<file path="src/rtl/core_mem_responder.sv">
`default_nettype none
// core_mem_responder: responder end of a core data-memory bus with a local RAM,
// programmable response latency, a one-cycle ready pulse and host-side preload.
module core_mem_responder #(
  parameter int REG_SIZE  = 8,
  parameter int ADDR_SIZE = 8,
  parameter int MEM_DEPTH = 256,
  parameter int LATENCY   = 2
) (
  input  logic                 clk,
  input  logic                 reset,
  input  logic [1:0]           enable,
  input  logic [ADDR_SIZE-1:0] addr,
  input  logic [REG_SIZE-1:0]  wr_data,
  output logic [REG_SIZE-1:0]  rd_data,
  output logic                 ready_sig,
  input  logic                 init_we,
  input  logic [ADDR_SIZE-1:0] init_addr,
  input  logic [REG_SIZE-1:0]  init_data,
  output logic                 busy,
  output logic                 err
);

  localparam int                 IDX_W   = (MEM_DEPTH > 1) ? $clog2(MEM_DEPTH) : 1;
  localparam logic [ADDR_SIZE:0] DEPTH_C = (ADDR_SIZE + 1)'(MEM_DEPTH);
  localparam logic [3:0]         LAT_C   = 4'(LATENCY);
  localparam logic [1:0]         EN_IDLE = 2'b00;
  localparam logic [1:0]         EN_RD   = 2'b01;
  localparam logic [1:0]         EN_WR   = 2'b10;

  typedef enum logic [1:0] {
    S_IDLE    = 2'd0,
    S_BUSY    = 2'd1,
    S_RESP    = 2'd2,
    S_RELEASE = 2'd3
  } state_t;

  state_t               state_q;
  logic [3:0]           cnt_q;
  logic [1:0]           req_type_q;
  logic [ADDR_SIZE-1:0] req_addr_q;
  logic [REG_SIZE-1:0]  req_wdata_q;
  logic [REG_SIZE-1:0]  rd_data_q;
  logic                 ready_q;
  logic                 err_q;

  logic [REG_SIZE-1:0]  mem_q [MEM_DEPTH];

  logic                 req_in_range;
  logic                 init_in_range;
  logic                 access_now;
  logic                 ram_we;
  logic [IDX_W-1:0]     ram_widx;
  logic [REG_SIZE-1:0]  ram_wdata;

  assign req_in_range  = {1'b0, req_addr_q} < DEPTH_C;
  assign init_in_range = {1'b0, init_addr} < DEPTH_C;
  assign access_now    = (state_q == S_BUSY) && (cnt_q == 4'd0);

  // The core write and the host preload are mutually exclusive by state.
  always_comb begin
    ram_we    = 1'b0;
    ram_widx  = init_addr[IDX_W-1:0];
    ram_wdata = init_data;
    if (access_now && (req_type_q == EN_WR) && req_in_range) begin
      ram_we    = 1'b1;
      ram_widx  = req_addr_q[IDX_W-1:0];
      ram_wdata = req_wdata_q;
    end else if ((state_q == S_IDLE) && (enable == EN_IDLE) && init_we && init_in_range) begin
      ram_we    = 1'b1;
    end
  end

  // RAM contents survive reset; writes are simply suppressed while it is held.
  always_ff @(posedge clk) begin
    if (reset && ram_we) begin
      mem_q[ram_widx] <= ram_wdata;
    end
  end

  always_ff @(posedge clk or negedge reset) begin
    if (!reset) begin
      state_q     <= S_IDLE;
      cnt_q       <= 4'd0;
      req_type_q  <= 2'b00;
      req_addr_q  <= '0;
      req_wdata_q <= '0;
      rd_data_q   <= '0;
      ready_q     <= 1'b0;
      err_q       <= 1'b0;
    end else begin
      ready_q <= 1'b0;
      case (state_q)
        S_IDLE: begin
          if (enable != EN_IDLE) begin
            req_type_q  <= enable;
            req_addr_q  <= addr;
            req_wdata_q <= wr_data;
            cnt_q       <= LAT_C;
            state_q     <= S_BUSY;
          end
        end
        S_BUSY: begin
          if (cnt_q != 4'd0) begin
            cnt_q <= cnt_q - 4'd1;
          end else begin
            state_q <= S_RESP;
            ready_q <= 1'b1;
            case (req_type_q)
              EN_RD: begin
                if (req_in_range) begin
                  rd_data_q <= mem_q[req_addr_q[IDX_W-1:0]];
                end else begin
                  rd_data_q <= '0;
                  err_q     <= 1'b1;
                end
              end
              EN_WR: begin
                if (!req_in_range) begin
                  err_q <= 1'b1;
                end
              end
              default: begin
                rd_data_q <= '0;
                err_q     <= 1'b1;
              end
            endcase
          end
        end
        S_RESP: begin
          state_q <= S_RELEASE;
        end
        S_RELEASE: begin
          if (enable == EN_IDLE) begin
            state_q <= S_IDLE;
          end
        end
        default: begin
          state_q <= S_IDLE;
        end
      endcase
    end
  end

  assign rd_data   = rd_data_q;
  assign ready_sig = ready_q;
  assign err       = err_q;
  assign busy      = (state_q != S_IDLE);

endmodule
`default_nettype wire

</file>
<file path="config.mk">
export PLATFORM = sky130hd
export DESIGN_NAME = core_mem_responder
export DESIGN_NICKNAME = d
export VERILOG_FILES = /design/src/rtl/core_mem_responder.sv
export SDC_FILE = /design/constraint.sdc
export NUM_CORES = 2
export LEC_CHECK = 0
export CORE_MARGIN = 5
export CORE_UTILIZATION = 40
export DETAILED_ROUTE_END_ITERATION = 6
export PLACE_DENSITY = 0.54
export RECOVER_POWER = 50
export SLEW_MARGIN = 20
export SYNTH_ARGS = -nofsm -noshare
export SYNTH_HDL_FRONTEND = slang
export SYNTH_SLANG_ARGS = --single-unit
export TNS_END_PERCENT = 10
</file>
<file path="constraint.sdc">
create_clock -name clk -period 7.6 [get_ports clk]
set_input_delay 1.14 -clock clk [delete_from_list [all_inputs] [get_ports clk]]
set_output_delay 1.14 -clock clk [all_outputs]
set_load 0.02 [all_outputs]
</file>
==> impl_metrics.ini <==
[run_status]
status = finished, violations left
violations = capacitance limit, slew limit

[setup_path]
cp_max_fo = 33
crit_path_start_kind = flip-flop
reg2reg_to = mem_q[66][7]
worstPathRequired_ns = 8.07
critPathArrivalTime_ns = 6.90
cp-end-kind = flip-flop
rr_startpoint = state_q[1]
rrSetupSlack_ns = 1.17
endpoint = mem_q[66][7]
worstRegToRegCells = 8
path_class = flip-flop to flip-flop
critPathLaunch = state_q[1]

[clock_network]
cts_tree = done
root_buffer = clkbuf_16
h-tree-depth = 4
clk_pin_slew_ns = 0.06
postCtsSetupRepairBufs = 0
cts.path.max_buffers = 3
ctsResizeCount = 0
clock_latency_ns = 0.86
hold_buffers = 0
cts_buffers = 209
clock-sinks = 2082

[detailed_routing]
ant_nets = 0
drc_errors = 0
wl_per_cell_um = 33.90
vias = 42085
firstDrtPassIters = 6
drtIter0Drc = 4959
drt_wl_total_um = 241000
avgViaCountPerCell = 5.920

[layout]
layout.cells.non_filler = 7109
syn2layout_area_growth_pct = 12.38
drive_gt1_share_pct = 19.94
nets = 4284
final_common_cell = edfxtp_1
regArea_um2 = 62360
fill_cells = 17251
multi_input_area_um2 = 18160
layout_common_cells = 2,048 x edfxtp_1, 394 x mux4_2, 313 x nor2_1
fin_util_pct = 45.07

[timing]
period_share_pct = 84.61
fin_setup_tns_ns = 0
fin_skew_ns = 0.04178
slew_violations = 1008
timing.final.crit_period_ns = 6.430
finalWorstSetupSlack_ns = 1.170
relSlewSlack_pct = -106.1
rsz0062_at_grt = false
tightest_slew_ns = 3.092
setup_viol = 0
hold_viol_final = 0
fmax_ghz = 0.1555

[global_routing]
antenna_found_initial = 11
grt_pass1_vias = 41940
grt.overflow.total = 0
track_usage_pct = 22.15
grt_pass1_wl_um = 336900
grt_max_degree = 147

[synthesis]
synth_seq_cells = 2082
ys_seq_area_share_pct = 76.15
async_flop_share_pct = 1.633
netlist_area_um2 = 81880
synth-edff-count = 2048
yosysWarnings = 0
synth_top_area_cell = edfxtp_1
syn-num-nets = 4165
synth_ff_type = edfxtp_1
ys_types = 72
synth_cells = 4120
synth_area_leaders = edfxtp_1 75%, mux4_2 11%, mux2i_1 3.5%
syn_avg_cell_area_um2 = 19.87
synth_top_area_share_pct = 75.11

[floorplan]
initial_core_util_pct = 40.10
coreArea_um2 = 204200
die-width_um = 462.4
rows = 166
ios = 48
die_y_um = 462.4
die_area_um2 = 213900

[job]
drv_cap = 15

[power_and_ir_drop]
design_power_total_mw = 32.67
leakagePower_nw = 28.72
ir_drop_mv = 0.3570
p_per_area_nw_per_um2 = 355.0

[placed_design]
post-dp-hpwl_um = 149800
gp_congestion = 0.8718
portBuffers = 47
dp_slack_ns = 2.092
dp.cells = 6716

[worst_hold_path]
holdCritPathClass = flip-flop to flip-flop
==> worst max-delay path, cell delays in order, from the launching register on <==
cell     delay (ns)
dfrtp_1        0.40
inv_1          0.12
ha_1           0.44
nand2_1        0.14
nor3_1         0.46
nand2_1        0.98
o21ai_0        1.39
nand2_1        1.00
nor2_1         1.03
==> per-layer routing <==
| layer | share of wire (%) | global-route usage (%) |
|---|---|---|
| met4 | 3.7 | 7.367 |
| met1 | 41 | 31.25 |
| met3 | 8.4 | 4.751 |
| met5 | 0.040 | 0.4679 |
| met2 | 47 | 34.44 |
==> flip-flops by register name, indices dropped and copies added (netlist names) <==
signal       flops
mem_q         2048
rd_data          8
state_q          2
err              1
ready_sig        1
req_type_q       2
req_wdata_q      8
cnt_q            4
req_addr_q       8
==> stage by stage <==
stage	hold WS [ns]	cell area, um2
global route	0.4732	92000
finish	0.4462	92020
detailed placement	0.4440	85510
floorplan	0.4718	81880
CTS	0.3390	92130
global placement	0.4434	85490
==> cell usage after synthesis, drive strengths merged, types with 27 or more instances <==
master	n
nand3	54
mux2i	289
a211oi	29
a22oi	42
nor3	34
nor2	316
o22ai	82
edfxtp	2048
nand2	126
dfrtp	34
nor2b	27
o21ai	37
a21oi	63
buf	150
o221ai	61
clkbuf	93
mux2	53
mux4	394
==> worst min-delay path by stage <==
stage	start	end	slack (ns)	cells past startpoint
after floorplan	req_type_q[1]	req_type_q[1]	0.47	2
after global placement	err	err	0.44	1
after detailed placement	err	err	0.44	1
after CTS	reset	ready_sig	0.34	2
after global routing	err	err	0.47	1
final	err	err	0.45	1
==> layout make-up <==
type | count | area share (%)
timing repair buffer | 151 | 1.535
clock inverter | 122 | 1.214
sequential | 2082 | 67.78
inverter | 18 | 0.07615
antenna | 8 | 0.02176
tap | 2688 | 3.655
multi-input combinational | 1777 | 19.74
clock buffer | 263 | 5.982
==> report_power, final <==
| group | switching (mW) | internal, mW | leakage [nW] |
|---|---|---|---|
| clock | 4.40 | 5.64 | 3.24 |
| combinational | 5.91 | 3.50 | 6.66 |
| sequential | 0.298 | 12.9 | 18.8 |
| total | 10.6 | 22.1 | 28.7 |
==> cells by family (layout without fill, tap and decap cells) <==
logic type	count (synthesis)	after routing	share of synthesized area [%]
AOI/OAI and AO/OA	404	404	3.460
adders and majority gates	8	8	0.1223
DFF	2082	2082	76.15
muxes	736	736	15.10
other	0	8	0
and+or+nand+nor	629	629	3.377
buffers and inverters	261	554	1.795
Note: power is estimated with default switching activity, not from simulation.
